## src/rtl/fifo_pkg.sv

```systemverilog
// Shared FIFO defaults: data width, address bits and fill-level thresholds.
// Reused by every FIFO block so defaults stay consistent across the codebase.
package fifo_pkg;

  localparam int unsigned FifoWidth    = 8;
  localparam int unsigned FifoAddLines = 5;
  localparam int unsigned FifoAeLevel  = 2;
  // almost_full default sits this many words below the full depth
  localparam int unsigned FifoAfMargin = 2;

  function automatic int unsigned fifo_depth(input int unsigned add_lines);
    return 32'd1 << add_lines;
  endfunction

endpackage

```

## src/rtl/sync_fifo_ram.sv

```systemverilog
// Simple dual-port storage for sync_fifo: one synchronous write port, one
// asynchronous read port, no reset (contents undefined after power-up).
module sync_fifo_ram #(
  parameter int unsigned Width = 8,
  parameter int unsigned AddrW = 5
) (
  input  logic             clk_i,
  input  logic             we_i,
  input  logic [AddrW-1:0] waddr_i,
  input  logic [Width-1:0] wdata_i,
  input  logic [AddrW-1:0] raddr_i,
  output logic [Width-1:0] rdata_o
);

  localparam int unsigned Depth = 1 << AddrW;

  logic [Width-1:0] mem_q [Depth];

  always_ff @(posedge clk_i) begin
    if (we_i) begin
      mem_q[waddr_i] <= wdata_i;
    end
  end

  assign rdata_o = mem_q[raddr_i];

endmodule

```

## src/rtl/sync_fifo.sv

```systemverilog
// Single-clock FIFO with wrap-bit pointers, level flags and sticky error flags.
// Define SYNC_FIFO_FWFT_EN for first-word-fall-through output; default is registered.
module sync_fifo
  import fifo_pkg::*;
#(
  parameter int unsigned WIDTH     = FifoWidth,
  parameter int unsigned ADD_LINES = FifoAddLines,
  parameter int unsigned AF_LEVEL  = fifo_depth(ADD_LINES) - FifoAfMargin,
  parameter int unsigned AE_LEVEL  = FifoAeLevel
) (
  input  logic                 clk,
  input  logic                 resetn,
  input  logic [WIDTH-1:0]     data_in,
  input  logic                 wr_en,
  input  logic                 read_en,
  input  logic                 err_clr,
  output logic [WIDTH-1:0]     data_out,
  output logic                 full,
  output logic                 empty,
  output logic                 almost_full,
  output logic                 almost_empty,
  output logic [ADD_LINES:0]   count,
  output logic                 overflow,
  output logic                 underflow
);

  localparam int unsigned PtrW = ADD_LINES + 1;
  localparam logic [ADD_LINES:0] DepthCnt = PtrW'(fifo_depth(ADD_LINES));
  localparam logic [ADD_LINES:0] AfCnt    = PtrW'(AF_LEVEL);
  localparam logic [ADD_LINES:0] AeCnt    = PtrW'(AE_LEVEL);

  logic [ADD_LINES:0] wr_ptr_q, wr_ptr_d;
  logic [ADD_LINES:0] rd_ptr_q, rd_ptr_d;
  logic               overflow_q, overflow_d;
  logic               underflow_q, underflow_d;
  logic               wr_acc, rd_acc;
  logic [WIDTH-1:0]   rd_data;

  // Flags come only from registered pointers, never from this cycle's requests.
  always_comb begin
    count        = wr_ptr_q - rd_ptr_q;
    full         = (count == DepthCnt);
    empty        = (count == '0);
    almost_full  = (count >= AfCnt);
    almost_empty = (count <= AeCnt);
  end

  always_comb begin
    wr_acc      = wr_en && !full;
    rd_acc      = read_en && !empty;
    wr_ptr_d    = wr_ptr_q;
    rd_ptr_d    = rd_ptr_q;
    if (wr_acc) wr_ptr_d = wr_ptr_q + 1'b1;
    if (rd_acc) rd_ptr_d = rd_ptr_q + 1'b1;
    // A fresh error in the clearing cycle keeps the flag set
    overflow_d  = (overflow_q && !err_clr) || (wr_en && full);
    underflow_d = (underflow_q && !err_clr) || (read_en && empty);
  end

  always_ff @(posedge clk or negedge resetn) begin
    if (!resetn) begin
      wr_ptr_q    <= '0;
      rd_ptr_q    <= '0;
      overflow_q  <= 1'b0;
      underflow_q <= 1'b0;
    end else begin
      wr_ptr_q    <= wr_ptr_d;
      rd_ptr_q    <= rd_ptr_d;
      overflow_q  <= overflow_d;
      underflow_q <= underflow_d;
    end
  end

  assign overflow  = overflow_q;
  assign underflow = underflow_q;

  sync_fifo_ram #(
    .Width (WIDTH),
    .AddrW (ADD_LINES)
  ) u_ram (
    .clk_i   (clk),
    .we_i    (wr_acc),
    .waddr_i (wr_ptr_q[ADD_LINES-1:0]),
    .wdata_i (data_in),
    .raddr_i (rd_ptr_q[ADD_LINES-1:0]),
    .rdata_o (rd_data)
  );

`ifdef SYNC_FIFO_FWFT_EN
  assign data_out = rd_data;
`else
  logic [WIDTH-1:0] data_out_q, data_out_d;

  always_comb begin
    data_out_d = data_out_q;
    if (rd_acc) data_out_d = rd_data;
  end

  always_ff @(posedge clk or negedge resetn) begin
    if (!resetn) begin
      data_out_q <= '0;
    end else begin
      data_out_q <= data_out_d;
    end
  end

  assign data_out = data_out_q;
`endif

endmodule

```

## config.mk

```make
export PLATFORM = sky130hd
export DESIGN_NAME = sync_fifo
export DESIGN_NICKNAME = d
export VERILOG_FILES = /design/src/rtl/fifo_pkg.sv /design/src/rtl/sync_fifo_ram.sv /design/src/rtl/sync_fifo.sv
export SDC_FILE = /design/constraint.sdc
export NUM_CORES = 1
export LEC_CHECK = 0
export CAP_MARGIN = 20
export CORE_ASPECT_RATIO = 1.5
export CORE_MARGIN = 2
export CORE_UTILIZATION = 50
export CTS_CLUSTER_DIAMETER = 200
export CTS_CLUSTER_SIZE = 24
export DETAILED_ROUTE_END_ITERATION = 10
export HOLD_SLACK_MARGIN = 0.02
export PLACE_DENSITY = 0.73
export SLEW_MARGIN = 20
export SYNTH_ARGS = -nofsm -noshare
export SYNTH_HDL_FRONTEND = slang
export SYNTH_HIERARCHICAL = 1
export SYNTH_SLANG_ARGS = --single-unit
export TNS_END_PERCENT = 10
```

## constraint.sdc

```tcl
create_clock -name clk -period 10.55 [get_ports clk]
set_input_delay 2.11 -clock clk [delete_from_list [all_inputs] [get_ports clk]]
set_output_delay 2.11 -clock clk [all_outputs]
set_load 0.02 [all_outputs]
```

### Word-level counts from Yosys, hierarchy flattened

Memories as Yosys holds them, arrays and structs flattened. A register that Yosys moved wholly into a read port is not among the register bits.
Index checks and enable logic that the tools add are counted.

| operators by class | value |
|---|---|
| add/sub/neg operators | 3 |
| magnitude comparators | 2 |
| equality and inequality tests | 1 |
| muxes and demuxes | 2 |
| reductions and logical operators | 13 |

Operators by type and width:

| cell | count |
|---|---|
| adder 6 x 1 -> 6 bit, second input constant | 2 |
| equality test 6 bit, second input constant | 1 |
| greater-or-equal comparator 6 x 5 -> 1 bit, second input constant | 1 |
| <= comparator 6 x 2 -> 1 bit, second input constant | 1 |
| logical AND 1 bit | 6 |
| zero test 6 bit | 1 |
| subtractor 6 bit | 1 |
| zero test 1 bit | 4 |
| logical OR 1 bit | 2 |
| 2-to-1 mux 1 bit | 2 |

| word-level totals | value |
|---|---|
| flip-flop bits (word level) | 14 |
| bits in writable memories | 256 |
| bits of input ports | 13 |
| output and inout bits | 20 |
| word-level logic and storage cells | 26 |
| memories | 1 |

Memory list:

| name | depth | bits a word | read ports | clocked after Yosys merged registers in | wr ports | line | source |
|---|---|---|---|---|---|---|---|
| u_ram.mem_q | 32 | 8 | 1 | 1 | 1 | sync_fifo_ram.sv:17 | `logic [Width-1:0] mem_q [Depth];` |

### Depth between registers and ports, before layout

Gate-level depths: netlist of run 1.

| logic depth | value |
|---|---|
| depth in word-level cells | 6 |
| depth in mapped cells | 12 |
| depth with buffers taken out | 11 |

### Modules after synthesis

Netlist of run 1, hierarchy kept.

By module, submodules not included:

| module | instances | cells an instance | area each (um^2) |
|---|---|---|---|
| sync_fifo_ram | 1 | 409 | 9893.2 |
| sync_fifo | 1 | 113 | 1278.7 |

### Worst setup path after synthesis of run 1

OpenSTA, ideal clock, no wires.

| timing | value |
|---|---|
| path type | reg2out |
| from | register wr_ptr_q[0] |
| to | output almost_empty |
| arrival | 2.553 ns |
| setup slack | 5.887 ns |
| stages on the path, launching flop included | 9 |
| cells stage by stage | dfrtp_1 inv_1 ha_1 inv_1 fa_1 and3_1 nor3_1 nor2_1 nor4b_1 |

| between the ends | value |
|---|---|
| word-level cells in the longest chain between the ends | 2 |

Ends and longest elaborated chain:

| item | line | source |
|---|---|---|
| start, declared | sync_fifo.sv:32 | `logic [ADD_LINES:0] wr_ptr_q, wr_ptr_d;` |
| start signal, assigned | sync_fifo.sv:67 | `wr_ptr_q <= wr_ptr_d;` |
| subtractor 6 bit | sync_fifo.sv:41 | `count = wr_ptr_q - rd_ptr_q;` |
| named net count[4] | sync_fifo.sv:22 | `output logic [ADD_LINES:0] count,` |
| <= comparator 6 x 2 -> 1 bit | sync_fifo.sv:45 | `almost_empty = (count <= AeCnt);` |
| end, declared | sync_fifo.sv:21 | `output logic almost_empty,` |

The timed path passes the listed nets, and every way through them passes these cells.

### Worst setup path in the final report of run 1

| timing | value |
|---|---|
| from | register rd_ptr_q[2] |
| to | output almost_empty |

| between the ends | value |
|---|---|
| word-level cells in the longest chain between the ends | 2 |

Ends and longest elaborated chain:

| item | line | source |
|---|---|---|
| start, declared | sync_fifo.sv:33 | `logic [ADD_LINES:0] rd_ptr_q, rd_ptr_d;` |
| start signal, assigned | sync_fifo.sv:68 | `rd_ptr_q <= rd_ptr_d;` |
| subtractor 6 bit | sync_fifo.sv:41 |  |
| <= comparator 6 x 2 -> 1 bit | sync_fifo.sv:45 |  |

No other way between the ends.

==> impl_metrics.yaml, run 1 <==
timing:
  worstMarginPinSlew_ns: 0.966
  fin_setup_tns_ns: 0
  clock.fmax_ghz: 0.163
  whs_ns: 0.518
  finalMaxSlewViolations: 0
  grt_setup_unrepaired: "false"
  fin_skew_ns: 0.0377
  layout_min_cycle_time_ns: 6.15
  final_hold_viol_count: 0
  relSlewSlack_pct: 35.6
  setup_viol_count_final: 0
  final.period_utilization_pct: 58.3
critical_path:
  r2r.worst_path.cells: 10
  cp-start-kind: "flop"
  worst-setup-path-type: "reg2out"
  cp.required_ns: 8.44
  end_kind: "output port"
  critPathSlowestCell: "sky130_fd_sc_hd__buf_4"
  slowest_delay_ns: 0.70
  path_common_cell: "sky130_fd_sc_hd__inv_1"
  timing.critical_path.arrival_ns: 4.04
  cp_max_fo: 67
  cell_breakdown_of_the_critical_path: "buf_4, inv_1, ha_1, o2111ai_1, and3_1, nor2_1, inv_1, nor4b_1, clkdlybuf4s50_1"
cts:
  htree_num_levels: 1
  clock_latency_ns: 0.51
  cts.root.buffer_cell: "sky130_fd_sc_hd__clkbuf_16"
  number_of_buffers_inserted_for_hold_repair_after_clock_tree_synthesis: 0
  clock-sinks: 278
  cts_buffers: 15
  post_cts_resized: 0
  cts_tree: "yes"
  cts.clk_slew.worst_paths_ns: 0.10
  cts_max_path_buffers: 3
  cts_post_setup_buffers_inserted: 0
power_and_ir_drop:
  intPower_mw: 2.20
  power.density_cell_area_nw_per_um2: 269
  proportion_of_total_power_due_to_net_switching_pct: 32.7
  ir_drop_v: 0.000162
  power.leakage_nw: 3.81
  seqPwrFrac_pct: 43.3
  clock_power_share_pct: 18.3
  power.combinational.fraction_pct: 38.3
  net_switching_mw: 1.07
grt:
  grt_pass1_wl_mm: 32.1
  gr-usage-all-layers_pct: 18.0
  first_global_vias: 5231
  grt_overflow: 0
  grt_antenna_before_repair: 0
  largest_net_degree_at_the_start_of_global_routing: 68
place:
  post_detail_place_hpwl_mm: 13.9
  routabilityCongestion: 0.817
  io_buffer_count: 32
  placed_cells_incl_taps: 811
final_layout:
  num-nets-final: 573
  areaGrowthSynthToFinish_pct: 8.58
  antenna_cells_inserted: 0
  finish.cell_count_without_fillers: 837
  fraction_of_layout_cells_with_a_size_suffix_above_1_pct: 24.4
  final_cell_mix: "sky130_fd_sc_hd__edfxtp_1 (256), sky130_fd_sc_hd__mux4_2 (80), sky130_fd_sc_hd__nor2_1 (38)"
  commonest_non_fill_non_tap_cell_in_the_layout: "sky130_fd_sc_hd__edfxtp_1"
yosys:
  yosys_register_bits: 278
  async_reset_ff_share_pct: 7.91
  syn_avg_cell_area_um2: 21.4
  syn-instance-count: 522
  synth.cell_area_um2: 11200
  synth-seq-area-share_pct: 73.7
  yosysWarnings: 6
  yosysUniqueCellTypes: 40
  syn_nets: 543
  synth_flop_cell: "sky130_fd_sc_hd__edfxtp_1"
  synth-edff-count: 256
die:
  num_io_pins: 33
  floorplan.core_area_um2: 22100
  initial_core_util_pct: 50.5
  floorplan.rows: 67
  die-area_um2: 23600
  die_h_um: 187
  die_x_um: 126
drt:
  post_drt_wl_per_cell_um: 25.2
  drc_errors: 0
  first_iter_violations: 459
  routed-via-count: 5138
  vias_per_cell: 6.14
  drt-pass1-iter-count: 5
  drt.antenna.violating_nets: 0
  postRouteWirelength_mm: 21.1
hold_path:
  hold_path_depth: 1
  min-delay-path-class: "reg2reg"
flow_run:
  cap_violations: 0
outcome:
  status: "completed"
synthesized netlist by cell type, types with 2 or more instances:
master,number,area [µm²]
sky130_fd_sc_hd__edfxtp_1,256,7690
sky130_fd_sc_hd__mux4_2,80,1800
sky130_fd_sc_hd__nor2_1,38,143
sky130_fd_sc_hd__dfrtp_1,22,551
sky130_fd_sc_hd__mux2_2,18,203
sky130_fd_sc_hd__inv_1,12,45.0
sky130_fd_sc_hd__xnor2_1,11,96.3
sky130_fd_sc_hd__and3_1,7,43.8
sky130_fd_sc_hd__ha_1,7,87.6
sky130_fd_sc_hd__buf_1,6,22.5
sky130_fd_sc_hd__buf_4,6,45.0
sky130_fd_sc_hd__clkbuf_1,6,22.5
sky130_fd_sc_hd__nand3b_1,6,45.0
sky130_fd_sc_hd__o311ai_0,5,43.8
sky130_fd_sc_hd__a21oi_1,3,15.0
sky130_fd_sc_hd__and2_1,3,18.8
sky130_fd_sc_hd__nor3_1,3,15.0
sky130_fd_sc_hd__o31ai_1,3,22.5
sky130_fd_sc_hd__or3b_2,3,26.3
sky130_fd_sc_hd__a21oi_2,2,17.5
sky130_fd_sc_hd__buf_2,2,10.0
sky130_fd_sc_hd__buf_6,2,22.5
sky130_fd_sc_hd__nand2_1,2,7.51
sky130_fd_sc_hd__nand3_1,2,10.0
sky130_fd_sc_hd__xor2_1,2,17.5
final timing paths:
| kind | from | endpoint | slack [ns] |
|---|---|---|---|
| min | data_out[4]$_DFFE_PN0P_ | data_out[4]$_DFFE_PN0P_ | 0.52 |
| min reg2reg | data_out[4]$_DFFE_PN0P_ | data_out[4]$_DFFE_PN0P_ | 0.52 |
| min in group asynchronous | resetn | data_out[7]$_DFFE_PN0P_ | 1.56 |
| max reg2reg | rd_ptr_q[2]$_DFFE_PN0P_ | u_ram/mem_q[20][3]$_DFFE_PP_ | 5.84 |
| max | rd_ptr_q[2]$_DFFE_PN0P_ | almost_empty | 4.40 |
| max in group asynchronous | resetn | rd_ptr_q[0]$_DFFE_PN0P_ | 8.60 |
metal layers:
| layer | GRT usage, % | vias up | routed length, µm |
|---|---|---|---|
| met1 | 22.9 | 2733 | 7910 |
| met3 | 2.17 | 30 | 1070 |
| li1 | - | 2205 | - |
| met5 | 0 | - | 0 |
| met2 | 32.4 | 170 | 11600 |
| met4 | 5.66 | 0 | 556 |
power groups by stage:
stage / registers (mW) / logic [mW] / clock network [mW]
after CTS: 1.42 / 1.27 / 0.618
after global placement: 1.43 / 1.22 / 0
after detailed placement: 1.44 / 1.26 / 0
after global routing: 1.43 / 1.34 / 0.650
after floorplan: 1.41 / 0.903 / 0
final: 1.41 / 1.25 / 0.599
sequential cells by signal, summed over array words and instances, names as in the netlist:
register	flops
u_ram/mem_q	256
data_out	8
rd_ptr_q	6
wr_ptr_q	6
overflow	1
underflow	1
cell families after synthesis:
group                    count (synthesis)  synth area share, %
AND/OR/NAND/NOR                         69                 3.11
adder cells (fa/ha/maj)                  8                0.963
flip-flops                             278                 73.7
XOR/XNOR                                13                 1.02
multiplexers                            98                 17.9
buffers and inverters                   34                 1.50
AO/OA/AOI/OAI                           22                 1.72
through the flow:
step                power [mW]  setup slack, ns  util, %  cell area [µm²]
floorplan                 2.31             5.89        -            11200
global placement          2.65             5.03     53.1            11700
detailed placement        2.70             4.93     53.1            11700
CTS                       3.30             4.38     55.0            12200
global route              3.41             4.14     54.8            12100
finish                    3.27             4.40     54.8            12100
worst max-delay path: cells and delay by family (launching register included):
family / cells / cell delay (ns)
and+or+nand+nor: 3 / 0.87
adders and majority gates: 1 / 0.42
AOI/OAI and AO/OA: 1 / 0.22
DFF: 1 / 0.35
buffers and inverters: 4 / 1.61
area by class of cell:
class,instances,area (µm²)
fillers,1618,10000
flip-flops and latches,278,8240
multi-input cells,210,2770
clock buffers,24,409
well taps,276,345
repair buffers,35,302
inverters,12,45.0
clock inverters,2,20.0
Power figures use the tool's default switching activity.
==> run 2: changes to the inputs <==
--- a/config.mk
+++ b/config.mk
@@ -13,7 +13,7 @@
 export CTS_CLUSTER_SIZE = 24
 export DETAILED_ROUTE_END_ITERATION = 10
 export HOLD_SLACK_MARGIN = 0.02
-export PLACE_DENSITY = 0.73
+export PLACE_DENSITY = 0.75
 export SLEW_MARGIN = 20
 export SYNTH_ARGS = -nofsm -noshare
 export SYNTH_HDL_FRONTEND = slang
==> constraint.sdc (replaced) <==
create_clock -name clk -period 5.12 [get_ports clk]
set_input_delay 1.024 -clock clk [delete_from_list [all_inputs] [get_ports clk]]
set_output_delay 1.024 -clock clk [all_outputs]
set_load 0.02 [all_outputs]
==> run 2 against run 1 <==
Compared with the run above: non-clock buffer count increased by 4; combinational power increased by 110%; routed wire length increased by 6.0%; flip-flop and latch count unchanged; core utilization increased by 0.19 points; total power increased by 110%; sequential power increased by 110%; critical path type unchanged; largest cell class unchanged; highest routed layer unchanged.
==> impl_metrics.yaml, run 2 (synthesis results as in run 1) <==
outcome:
  status: "completed"
power_and_ir_drop:
  ir_drop_v: 0.000361
  p_total_mw: 6.74
  power.leakage_nw: 3.83
  power.density_cell_area_nw_per_um2: 554
final_layout:
  final_cell_mix: "sky130_fd_sc_hd__edfxtp_1 (256), sky130_fd_sc_hd__mux4_2 (80), sky130_fd_sc_hd__nor2_1 (38)"
  max_flop_register: "u_ram/mem_q"
  num-nets-final: 577
  largest_register_ff_count: 256
  commonest_non_fill_non_tap_cell_in_the_layout: "sky130_fd_sc_hd__edfxtp_1"
  fraction_of_layout_cells_with_a_size_suffix_above_1_pct: 24.4
  areaGrowthSynthToFinish_pct: 8.95
  antenna_cells_inserted: 0
  fillers: 1603
timing:
  setup_viol_count_final: 0
  whs_ns: 0.480
  clock.fmax_ghz: 0.212
  relSlewSlack_pct: 37.8
  layout_min_cycle_time_ns: 4.71
  finalMaxSlewViolations: 0
  fin_skew_ns: 0.0236
  worstMarginPinSlew_ns: 0.933
  final_hold_viol_count: 0
  timing.final.ws_setup_ns: 0.410
  final.period_utilization_pct: 92.0
  grt_setup_unrepaired: "false"
  fin_setup_tns_ns: 0
place:
  routabilityCongestion: 0.854
  post_detail_place_hpwl_mm: 14.8
  place_ws_ns: 0.783
  io_buffer_count: 32
grt:
  largest_net_degree_at_the_start_of_global_routing: 67
  grt_pass1_wl_mm: 34.0
  gr-usage-all-layers_pct: 19.2
  grt_overflow: 0
  grt_antenna_before_repair: 0
  first_global_vias: 5463
critical_path:
  r2r-end: "u_ram/mem_q[24][4]$_DFFE_PP_"
  worst-setup-path-type: "reg2out"
  cp_max_fo: 22
  cell_breakdown_of_the_critical_path: "ha_1, inv_1, fa_1, and3_1, nor3_1, o221ai_2, nor3_1, clkdlybuf4s50_1"
  reg2reg_slack_ns: 0.73
  crit-reg2reg-launch: "rd_ptr_q[0]$_DFFE_PN0P_"
  critical_path.top_delay_family: "simple AND/OR/NAND/NOR gates"
  end_kind: "output port"
  slowest_delay_ns: 0.70
  r2r.worst_path.cells: 10
  critPathSlowestCell: "sky130_fd_sc_hd__dfrtp_4"
  timing.critical_path.arrival_ns: 3.69
  crit_start: "rd_ptr_q[0]$_DFFE_PN0P_"
  cp-start-kind: "flop"
  cp.required_ns: 4.10
  critical_path.n_buffers_inverters: 2
  path_common_cell: "sky130_fd_sc_hd__nor3_1"
drt:
  routed-via-count: 5185
  drt.antenna.violating_nets: 0
  drt-pass1-iter-count: 4
  postRouteWirelength_mm: 22.4
  post_drt_wl_per_cell_um: 26.6
  drc_errors: 0
  first_iter_violations: 521
  vias_per_cell: 6.17
die:
  die_x_um: 126
  die_h_um: 187
  initial_core_util_pct: 50.5
  floorplan.core_area_um2: 22100
  num_io_pins: 33
  floorplan.rows: 67
  die-area_um2: 23600
cts:
  cts.clk_slew.worst_paths_ns: 0.10
  number_of_buffers_inserted_for_hold_repair_after_clock_tree_synthesis: 0
  cts_post_setup_buffers_inserted: 0
  post_cts_resized: 0
  cts.root.buffer_cell: "sky130_fd_sc_hd__clkbuf_16"
  clock-sinks: 278
  htree_num_levels: 1
  clock_latency_ns: 0.50
  cts_tree: "yes"
  cts_buffers: 15
  cts_max_path_buffers: 3
flow_run:
  cap_violations: 0
hold_path:
  min-delay-path-class: "in2async"
==> run 2: cell types whose count changed in the layout (fill, tap and decap cells not counted) <==
cell,change
sky130_fd_sc_hd__buf_4,+5
sky130_fd_sc_hd__buf_2,-3
sky130_fd_sc_hd__clkdlybuf4s50_1,+3
sky130_fd_sc_hd__buf_6,-1
==> run 2: metal layers <==
metal	vias to the layer above	wire [µm]	GRT usage [%]
li1	2214	-	-
met1	2746	8660	25.1
met2	199	12100	34.1
met3	26	1260	2.77
met4	0	412	4.56
met5	-	0	0
==> run 2: where the power goes <==
| part | total, mW | leakage [nW] | internal [mW] | switching (mW) |
|---|---|---|---|---|
| registers | 2.91 | 2.57 | 2.71 | 0.205 |
| logic | 2.59 | 1.05 | 1.26 | 1.33 |
| clock network | 1.23 | 0.206 | 0.564 | 0.671 |
==> run 2: worst register-to-register path: stages (launching register included) <==
cell and delay (ns):
sky130_fd_sc_hd__dfrtp_4 0.70, sky130_fd_sc_hd__ha_1 0.28, sky130_fd_sc_hd__inv_1 0.07, sky130_fd_sc_hd__fa_1 0.39
sky130_fd_sc_hd__and3_1 0.22, sky130_fd_sc_hd__o21a_1 0.21, sky130_fd_sc_hd__o221ai_2 0.53, sky130_fd_sc_hd__o31ai_1 0.23
sky130_fd_sc_hd__inv_1 0.16, sky130_fd_sc_hd__or3b_2 0.62, sky130_fd_sc_hd__nor2_1 0.63
==> run 2: cell type report <==
cell class / instances / area (µm²) / area share [%]
Inverter: 12 / 45.0 / 0.370
Clock inverter: 2 / 20.0 / 0.164
Tap cell: 276 / 345 / 2.84
Sequential cell: 278 / 8240 / 67.7
Clock buffer: 24 / 409 / 3.36
Timing Repair Buffer: 39 / 343 / 2.82
Multi-Input combinational cell: 210 / 2770 / 22.7
==> run 2: worst max path at each step <==
stage,end,slack (ns),cells past startpoint
4_1_cts,empty,0.39,8
3_3_place_gp,u_ram/mem_q[16][5]$_DFFE_PP_,0.88,10
6_report,empty,0.41,8
2_1_floorplan,almost_empty,1.54,8
5_1_grt,empty,0.13,8
3_5_place_dp,u_ram/mem_q[24][3]$_DFFE_PP_,0.78,10
==> run 2: per-stage QoR <==
stage	utilization [%]	std cells	cell area (µm²)
final	55.0	841	12200
after global routing	55.0	841	12200
after CTS	55.0	841	12200
after detailed placement	53.1	815	11700
after global placement	53.2	815	11800
after floorplan	-	522	11200
